`config.mk`:
```
export PLATFORM = sky130hd
export DESIGN_NAME = muldiv_sequencer
export DESIGN_NICKNAME = d
export VERILOG_FILES = /design/src/rtl/muldiv_sequencer.sv
export SDC_FILE = /design/constraint.sdc
export NUM_CORES = 1
export LEC_CHECK = 0
export BUFFER_PORTS_ARGS = -buffer_cell sky130_fd_sc_hd__buf_4
export CAP_MARGIN = 10
export CORE_UTILIZATION = 55
export CTS_BUF_LIST = sky130_fd_sc_hd__clkbuf_4 sky130_fd_sc_hd__clkbuf_8
export CTS_CLUSTER_DIAMETER = 30
export DETAILED_ROUTE_END_ITERATION = 8
export PLACE_DENSITY = 0.88
export SYNTH_ARGS = -nofsm -noshare
export SYNTH_HDL_FRONTEND = slang
export SYNTH_SLANG_ARGS = --single-unit
```
`constraint.sdc`:
```
create_clock -name clk -period 3.15 [get_ports clk]
set_input_delay 0.315 -clock clk [delete_from_list [all_inputs] [get_ports clk]]
set_output_delay 0.315 -clock clk [all_outputs]
set_load 0.02 [all_outputs]
```
`src/rtl/muldiv_sequencer.sv`:
```
// Multi-cycle MULT/DIV sequencer: shift-add multiply and restoring divide over WIDTH
// iterations, with signed magnitude pre-conversion and sign fix-up into HI/LO.
module muldiv_sequencer #(
  parameter int unsigned WIDTH = 32,
  parameter int unsigned CNT_W = 6
) (
  input  logic             clk,
  input  logic             rst_b,
  input  logic             start,
  input  logic             op,
  input  logic             is_signed,
  input  logic [WIDTH-1:0] a,
  input  logic [WIDTH-1:0] b,
  input  logic             flush,
  output logic             busy,
  output logic             done,
  output logic [WIDTH-1:0] hi,
  output logic [WIDTH-1:0] lo,
  output logic             div_by_zero
);

  localparam logic [1:0] S_IDLE = 2'd0;
  localparam logic [1:0] S_RUN  = 2'd1;
  localparam logic [1:0] S_FIX  = 2'd2;
  localparam logic [1:0] S_DONE = 2'd3;

  logic [1:0]       r_state, w_state_d;
  logic [CNT_W-1:0] r_cnt, w_cnt_d;
  logic             r_op, w_op_d;
  logic             r_sign_pq, w_sign_pq_d;
  logic             r_sign_r, w_sign_r_d;
  logic [WIDTH-1:0] r_opnd, w_opnd_d;
  logic [WIDTH-1:0] r_acc_hi, w_acc_hi_d;
  logic [WIDTH-1:0] r_acc_lo, w_acc_lo_d;
  logic [WIDTH-1:0] r_hi, w_hi_d;
  logic [WIDTH-1:0] r_lo, w_lo_d;
  logic             r_dbz, w_dbz_d;
  logic             r_busy, r_done;

  logic             w_accept;
  logic             w_a_neg, w_b_neg;
  logic [WIDTH-1:0] w_a_mag, w_b_mag;
  logic             w_div_zero;
  logic [WIDTH:0]   w_mul_sum;
  logic [WIDTH:0]   w_div_sh;
  logic             w_div_ge;
  logic [WIDTH-1:0] w_div_sub;
  logic [2*WIDTH-1:0] w_prod, w_prod_neg;
  logic [WIDTH-1:0] w_q_neg, w_r_neg;

  assign w_accept   = ((r_state == S_IDLE) || (r_state == S_DONE)) && start && !flush;
  assign w_a_neg    = is_signed & a[WIDTH-1];
  assign w_b_neg    = is_signed & b[WIDTH-1];
  assign w_a_mag    = w_a_neg ? (~a + 1'b1) : a;
  assign w_b_mag    = w_b_neg ? (~b + 1'b1) : b;
  assign w_div_zero = op && (b == '0);

  // Multiply: {P_hi, P_lo} with |a| held in r_opnd; divide: {R, Q} with |b| in r_opnd.
  assign w_mul_sum = {1'b0, r_acc_hi} + (r_acc_lo[0] ? {1'b0, r_opnd} : '0);
  assign w_div_sh  = {r_acc_hi, r_acc_lo[WIDTH-1]};
  assign w_div_ge  = w_div_sh >= {1'b0, r_opnd};
  assign w_div_sub = w_div_sh[WIDTH-1:0] - r_opnd;

  assign w_prod     = {r_acc_hi, r_acc_lo};
  assign w_prod_neg = ~w_prod + 1'b1;
  assign w_q_neg    = ~r_acc_lo + 1'b1;
  assign w_r_neg    = ~r_acc_hi + 1'b1;

  always_comb begin
    w_state_d   = r_state;
    w_cnt_d     = r_cnt;
    w_op_d      = r_op;
    w_sign_pq_d = r_sign_pq;
    w_sign_r_d  = r_sign_r;
    w_opnd_d    = r_opnd;
    w_acc_hi_d  = r_acc_hi;
    w_acc_lo_d  = r_acc_lo;
    w_hi_d      = r_hi;
    w_lo_d      = r_lo;
    w_dbz_d     = r_dbz;
    case (r_state)
      S_IDLE, S_DONE: begin
        w_state_d = S_IDLE;
        if (w_accept) begin
          w_op_d      = op;
          w_sign_pq_d = is_signed & (a[WIDTH-1] ^ b[WIDTH-1]);
          w_sign_r_d  = is_signed & a[WIDTH-1];
          w_opnd_d    = op ? w_b_mag : w_a_mag;
          w_acc_hi_d  = '0;
          w_acc_lo_d  = op ? w_a_mag : w_b_mag;
          w_cnt_d     = CNT_W'(WIDTH);
          if (w_div_zero) begin
            w_state_d = S_DONE;
            w_hi_d    = a;
            w_lo_d    = '1;
            w_dbz_d   = 1'b1;
          end else begin
            w_state_d = S_RUN;
            w_dbz_d   = 1'b0;
          end
        end
      end
      S_RUN: begin
        if (flush) begin
          w_state_d = S_IDLE;
        end else begin
          if (r_op) begin
            w_acc_hi_d = w_div_ge ? w_div_sub : w_div_sh[WIDTH-1:0];
            w_acc_lo_d = {r_acc_lo[WIDTH-2:0], w_div_ge};
          end else begin
            w_acc_hi_d = w_mul_sum[WIDTH:1];
            w_acc_lo_d = {w_mul_sum[0], r_acc_lo[WIDTH-1:1]};
          end
          w_cnt_d = r_cnt - 1'b1;
          if (r_cnt == CNT_W'(1)) w_state_d = S_FIX;
        end
      end
      S_FIX: begin
        if (flush) begin
          w_state_d = S_IDLE;
        end else begin
          w_state_d = S_DONE;
          if (r_op) begin
            w_lo_d = r_sign_pq ? w_q_neg : r_acc_lo;
            w_hi_d = r_sign_r ? w_r_neg : r_acc_hi;
          end else begin
            {w_hi_d, w_lo_d} = r_sign_pq ? w_prod_neg : w_prod;
          end
        end
      end
      default: w_state_d = S_IDLE;
    endcase
  end

  always_ff @(posedge clk or negedge rst_b) begin
    if (!rst_b) begin
      r_state   <= S_IDLE;
      r_cnt     <= '0;
      r_op      <= 1'b0;
      r_sign_pq <= 1'b0;
      r_sign_r  <= 1'b0;
      r_opnd    <= '0;
      r_acc_hi  <= '0;
      r_acc_lo  <= '0;
      r_hi      <= '0;
      r_lo      <= '0;
      r_dbz     <= 1'b0;
      r_busy    <= 1'b0;
      r_done    <= 1'b0;
    end else begin
      r_state   <= w_state_d;
      r_cnt     <= w_cnt_d;
      r_op      <= w_op_d;
      r_sign_pq <= w_sign_pq_d;
      r_sign_r  <= w_sign_r_d;
      r_opnd    <= w_opnd_d;
      r_acc_hi  <= w_acc_hi_d;
      r_acc_lo  <= w_acc_lo_d;
      r_hi      <= w_hi_d;
      r_lo      <= w_lo_d;
      r_dbz     <= w_dbz_d;
      r_busy    <= (w_state_d == S_RUN) || (w_state_d == S_FIX);
      r_done    <= (w_state_d == S_DONE);
    end
  end

  assign busy        = r_busy;
  assign done        = r_done;
  assign hi          = r_hi;
  assign lo          = r_lo;
  assign div_by_zero = r_dbz;

endmodule

```
Word level (Yosys, flattened, before mapping)
Cells that the tools add are included.

Output and inout port bits: 67. Input port bits: 70. Bits in registers: 174. Word-level logic and storage cells: 93.

Muxes and demuxes: 37. Add/sub/neg operators: 8. Reductions and logical operators: 14. Bitwise gates (word level): 9. $lt $le $gt $ge: 1. Equality and inequality tests: 11.

Operators by type and width (number): two-way mux 32 bit (22); one-hot mux 32 bit (2 select lines) (4); adder 32 x 1 -> 32 bit (second input constant) (4); inverter 32 bit (4); adder 64 x 1 -> 64 bit (second input constant) (1); two-way mux 64 bit (1); inverter 64 bit (1); adder 32 x 32 -> 33 bit (1); >= comparator 33 x 32 -> 1 bit (1); zero test 32 bit (1); subtractor 32 bit (1); two-way mux 6 bit (2); one-hot mux 6 bit (2 select lines) (1); two-way mux 2 bit (5); == test 2 bit (second input constant) (4); inequality test 2 bit (second input constant) (4); == test 6 x 1 -> 1 bit (second input constant) (1); one-hot mux 2 bit (3 select lines) (1); subtractor 6 x 1 -> 6 bit (second input constant) (1); == test 2 x 1 -> 1 bit (second input constant) (2); AND reduction 4 bit (1); nonzero test 2 bit (2); bitwise AND 1 bit (3); logical AND 1 bit (3); 8 further kinds (9).

Logic depth before layout (Yosys ltp)
Word-level depth: 8. Mapped depth: 14. Depth with buffers taken out: 13.

Worst setup path after synthesis
Ideal clock, no wire load.

Path kind: reg-to-reg. From: register r_acc_hi[0]. To: register r_acc_hi[0]. Arrival time: 3.140 ns. Period minus slack after synthesis: 3.262 ns. Slack: -0.112 ns. Cell stages (with the launch flop): 12. Buffers on the path: 2. Setup time: 0.122 ns. Required time: 3.028 ns. Cells stage by stage: dfrtp_1 -> ha_1 -> nor2b_1 -> o31a_1 -> o21ai_0 -> o31ai_1 -> a31o_2 -> a31oi_1 -> buf_2 -> clkbuf_1 -> o211ai_1 -> a32o_1.

Word-level cells in the longest chain between the ends: 5. Elaborated cells on any way between the ends: 6. Those cells by class: add/sub (1); order compare (1); mux (4).

Ends and longest elaborated chain: start, declared (RTL line 33) `logic [WIDTH-1:0] r_acc_hi, w_acc_hi_d;`; start signal, assigned (RTL line 157) `r_acc_hi <= w_acc_hi_d;`; >= comparator 33 x 32 -> 1 bit (RTL line 61) `assign w_div_ge = w_div_sh >= {1'b0, r_opnd};`; two-way mux 32 bit (RTL line 108) `w_acc_hi_d = w_div_ge ? w_div_sub : w_div_sh[WIDTH-1:0];`; two-way mux 32 bit * (RTL line 107) `if (r_op) begin`; two-way mux 32 bit * (RTL line 104) `if (flush) begin`; one-hot mux 32 bit (2 select lines) * (RTL line 81) `case (r_state)`.

Mark *: on every way between the ends. The rest lies on a longest branch, timed or not. The select of a mux whose other input is x is not followed. A chain may end at the register's enable or synchronous reset.

Worst setup path after layout
From: register r_acc_hi[17]. To: register r_hi[30] (netlist: hi[30]).

Word-level cells in the longest chain between the ends: 6. Elaborated cells on any way between the ends: 9. Those cells by class: add/sub (2); mux (5); bitwise (2).

Ends and longest elaborated chain: inverter 64 bit or inverter 32 bit (tied branches) (RTL line 65, 67); adder 64 x 1 -> 64 bit or adder 32 x 1 -> 32 bit (tied branches) (RTL line 65, 67); two-way mux 64 bit or two-way mux 32 bit (tied branches) (RTL line 127, 125); two-way mux 32 bit * (RTL line 123) `if (r_op) begin`; two-way mux 32 bit * (RTL line 119) `if (flush) begin`; one-hot mux 32 bit (2 select lines) * (RTL line 81); end signal, assigned (RTL line 159) `r_hi <= w_hi_d;`; end, declared (RTL line 35) `logic [WIDTH-1:0] r_hi, w_hi_d;`.

Marks and branches as above.

==> results.txt <==
- Clock tree synthesis found a total of 174 sinks.
- Setup repair after global routing could not meet its margin everywhere.
* Total clock buffers created by CTS: 17
- The tree is rooted in a sky130_fd_sc_hd__clkbuf_8.
- Walking the worst path, the cells encountered are buf_4 > or4_1 > or2_2 > or3_4 > nand4b_1 > o21ai_1 > o21ai_0 > xnor2_1 > a21oi_1 > a21o_1.
- The first global-routing pass estimated 88.4 mm of wire.
- Number of library cell types mapped by synthesis: 69
- The number of global-route vias before repair came to 16124.
- Of the total power, the share spent switching nets is 0.456.
- Final setup viols: 0
* GR Util All Layers: 0.403
* Worst-case clock skew: 0.0263 ns
- Die Y: 169 um
- Clock tree from TritonCTS: built
* Total vias in the final route: 17103
- In the synthesized netlist the async set-or-reset flop fraction comes to 1.00.
* Maximum ir drop on the vdd rail: 320 uV
* Area of the mapped netlist: 15200 um2
- Category of the worst setup path capture point: register
- Number of antenna violations at the first check in global routing: 1
- Average cell area after synthesis: 7.64 um2
- For this design the top-level I/O count stands at 137.
* Tcrit/Tclk final: 0.996
- Final HPWL from detailed placement: 44.7 mm
* Nature of the critical path startpoint: register
- Of all nets on the critical path, the largest fanout is 4.
* Sequential power share: 0.304
- At the pin with the least slew margin, the transition time is 0.859 ns.
- The die covers 28400 um2.
- Global route overflow: 0
- The smallest clock period supported by the final layout is computed as 3.14 ns.
* Nets in the synthesized netlist: 2140
- Number of storage elements in the synthesis netlist: 174
- The detailed router finished its first iteration with 2605 violations.
- Hold crit path type: input pin to register
- The net count of the finished layout is 2380.
* Routability congestion estimate from global placement: 1.04
- Summed over all instances, the cell type with the most area after synthesis is sky130_fd_sc_hd__dfrtp_1.
* Layout Cell Area excl Fill: 18900 um2
* Placed cell areas: 17800 um2
* Layout Area Growth over Synthesis: 24.0%
- Count of warnings emitted by yosys: 0
- Initial core utilization: 0.563
* Total Routed Length: 58.1 mm
- Leading cell types by total area after synthesis: sky130_fd_sc_hd__dfrtp_1 29%, sky130_fd_sc_hd__o21ai_0 7.2%, sky130_fd_sc_hd__ha_1 6.0%
* Switching power of the nets: 4.50 mW
- Broken down by cell family, the worst path's largest delay share belongs to simple AND/OR/NAND/NOR gates.
* Largest net degree at the start of global routing: 103
* Worst-path clk slew: 0.13 ns
* Design internal power: 5.38 mW
* Count of pins over their slew limit: 0
- The number of buffers and inverters on the critical path is 1.
* Detailed Routing Iterations Pass 1: 7
- Hold Vio Cnt, Final: 0
- Count of input and output buffers: 136
- In the final layout, the share of cells above drive strength 1 is 0.232.
* Ant diodes: 0
* Power share of the combinational group: 0.526
- The clock passes through at most 2 buffers.
* Routed wire per std cell: 22.2 um
- The worst setup path is of the register to register kind.
* Max Cap Viol: 0
- For this run, the register share of the synthesized area comes to 0.286.
* H-tree depth: 4
- Highest clock frequency the design can meet: 0.319 GHz
- Gate Count Post-Synth: 1995
* ANT nets after route: 0
- After detailed routing, the number of vias per cell comes to 6.53.
- Main synth FF type: sky130_fd_sc_hd__dfrtp_1
- The floorplan step set the die width to 169 um.
- Status: finished clean
- Total chip power: 9.88 mW
* Clock latency on the worst-skew pair: 0.51 ns
* Row cnt: 60
- Post-synth EDFFs: 0
- Maximum single-stage delay on the critical path: 0.57 ns
- Fraction of synthesized cell area taken by the top area cell type: 0.286
- Data arrival at the endpoint of the critical path: 3.53 ns
- Measured against its own limit, the worst slew margin works out to 0.427.
* Power per Cell Area: 523 nW/um2
* Share of total power in the clock network: 0.170
* Core Box Area: 27100 um2
* Standby leakage power: 8.40 nW
* Slowest cell on crit path: sky130_fd_sc_hd__or4_1
- For this run, design rule violations remaining after detail routing come to 0.
- Data required time of the critical path: 3.54 ns
-- layer usage --
metal | GRT usage | vias up | wire length (um)
li1 | - | 7639 | -
met1 | 0.526 | 7997 | 22100
met2 | 0.617 | 1239 | 25400
met3 | 0.0921 | 226 | 7190
met4 | 0.228 | 2 | 3340
met5 | 0 | - | 13
-- layout by cell type (no fill, tap or decap), drive strengths merged, types with 8 or more instances in the layout --
master / count
nor4: 17
clkbuf: 18
or3: 22
a21o: 30
buf: 350
ha: 73
a22oi: 11
mux2: 31
or2: 11
nor3: 34
a31oi: 48
o21ai: 221
a22o: 9
and3: 8
inv: 76
o41ai: 18
a21oi: 171
a211oi: 38
nand3: 22
o31ai: 26
o211ai: 16
or4: 17
nor2: 217
nand2: 232
xnor2: 81
o21a: 15
xor2: 89
and2: 9
mux2i: 32
nand2b: 15
nand4: 17
dfrtp: 174
-- state kept, by name (all words and copies together) (netlist names) --
| signal | cells |
|---|---|
| done | 1 |
| r_op | 1 |
| r_cnt | 6 |
| r_opnd | 32 |
| r_acc_hi | 32 |
| r_sign_r | 1 |
| busy | 1 |
| lo | 32 |
| r_state | 2 |
| div_by_zero | 1 |
| hi | 32 |
| r_acc_lo | 32 |
| r_sign_pq | 1 |
-- what timing repair did --
action / CTS / global route
gates cloned: 1 / 1
gates resized for setup: 15 / 102
hold endpoints to repair: 66 / 0
hold buffers: 1 / 0
setup endpoints to repair: 9 / 33
buffers inserted: 2 / 10
pin swaps: 6 / 44
-- power groups by stage --
stage               Clock (mW)  Combinational [mW]  Sequential (mW)
global placement             0                4.63             3.00
floorplan                    0                2.76             3.13
global route              1.76                5.56             3.04
detailed placement           0                4.75             3.02
CTS                       1.67                4.82             2.97
finish                    1.68                5.19             3.00
-- worst register-to-register path, delay by kind of cell, from the launching register on --
kind / cells / cell delay, ns
AOI/OAI and AO/OA: 4 / 0.57
xor gates and xnor gates: 1 / 0.36
buffers and inverters: 1 / 0.17
DFF: 1 / 0.41
and+or+nand+nor: 4 / 1.49
-- cell usage after synthesis (all sizes together) (4+ instances only) --
cell	n
o21bai	7
a211oi	38
nand2b	15
a21oi	171
o31ai	26
and3	8
o22ai	7
nor3	34
xnor2	81
a32oi	4
a22o	9
o21ai	221
a22oi	11
nor4	17
mux2i	32
o31a	7
o211ai	16
a21boi	4
buf	25
nand2	232
a21o	30
ha	73
nand4	17
o41ai	18
dfrtp	174
clkbuf	106
nor3b	7
xor2	89
and2	9
nor2	217
a41oi	4
or4	17
or2	11
inv	67
nor2b	7
o21a	15
a211o	7
nand3	22
a31oi	48
or3	22
mux2	31
-- final timing paths --
check,startpoint,to,slack [ns],depth (start not counted)
worst max-delay path,r_acc_hi[17],hi[30],0.01,10
worst min-delay path,flush,r_state[0],0.11,2
worst min register to register,r_opnd[27],r_opnd[27],0.49,1
worst max register to register,r_acc_hi[17],hi[30],0.01,10
min in group asynchronous,rst_b,r_opnd[12],0.36,2
max in group asynchronous,rst_b,r_op,1.76,3
-- area by class of cell --
| cell class | instances | area, um2 |
|---|---|---|
| clock inverters | 15 | 181 |
| well taps | 372 | 465 |
| flip-flops and latches | 174 | 4360 |
| inverters | 68 | 258 |
| multi-input cells | 1622 | 10600 |
| fillers | 2077 | 8200 |
| clock buffers | 17 | 234 |
| repair buffers | 352 | 2800 |
-- cells by family (layout without fill, tap and decap cells) --
group / after synthesis / after routing / synth area share
AOI/OAI and AO/OA: 669 / 669 / 0.268
and+or+nand+nor: 645 / 645 / 0.192
DFF: 174 / 174 / 0.286
muxes: 63 / 63 / 0.0439
adders and majority gates: 75 / 75 / 0.0625
buffers and inverters: 199 / 452 / 0.0507
xor gates and xnor gates: 170 / 170 / 0.0976
-- stage by stage --
stage | cells | utilization | setup WS [ns] | hold slack [ns] | TNS [ns]
4_1_cts | 2609 | 0.678 | 0.00292 | 0.102 | 0
5_1_grt | 2620 | 0.698 | -0.119 | 0.118 | -0.677
6_report | 2620 | 0.698 | 0.0122 | 0.113 | 0
3_3_place_gp | 2573 | 0.658 | -0.187 | 0.350 | -7.68
2_1_floorplan | 1995 | - | 0.000907 | 0.0194 | 0
3_5_place_dp | 2573 | 0.658 | -0.242 | 0.360 | -10.97
No activity file was read; power rests on OpenSTA's default activity.
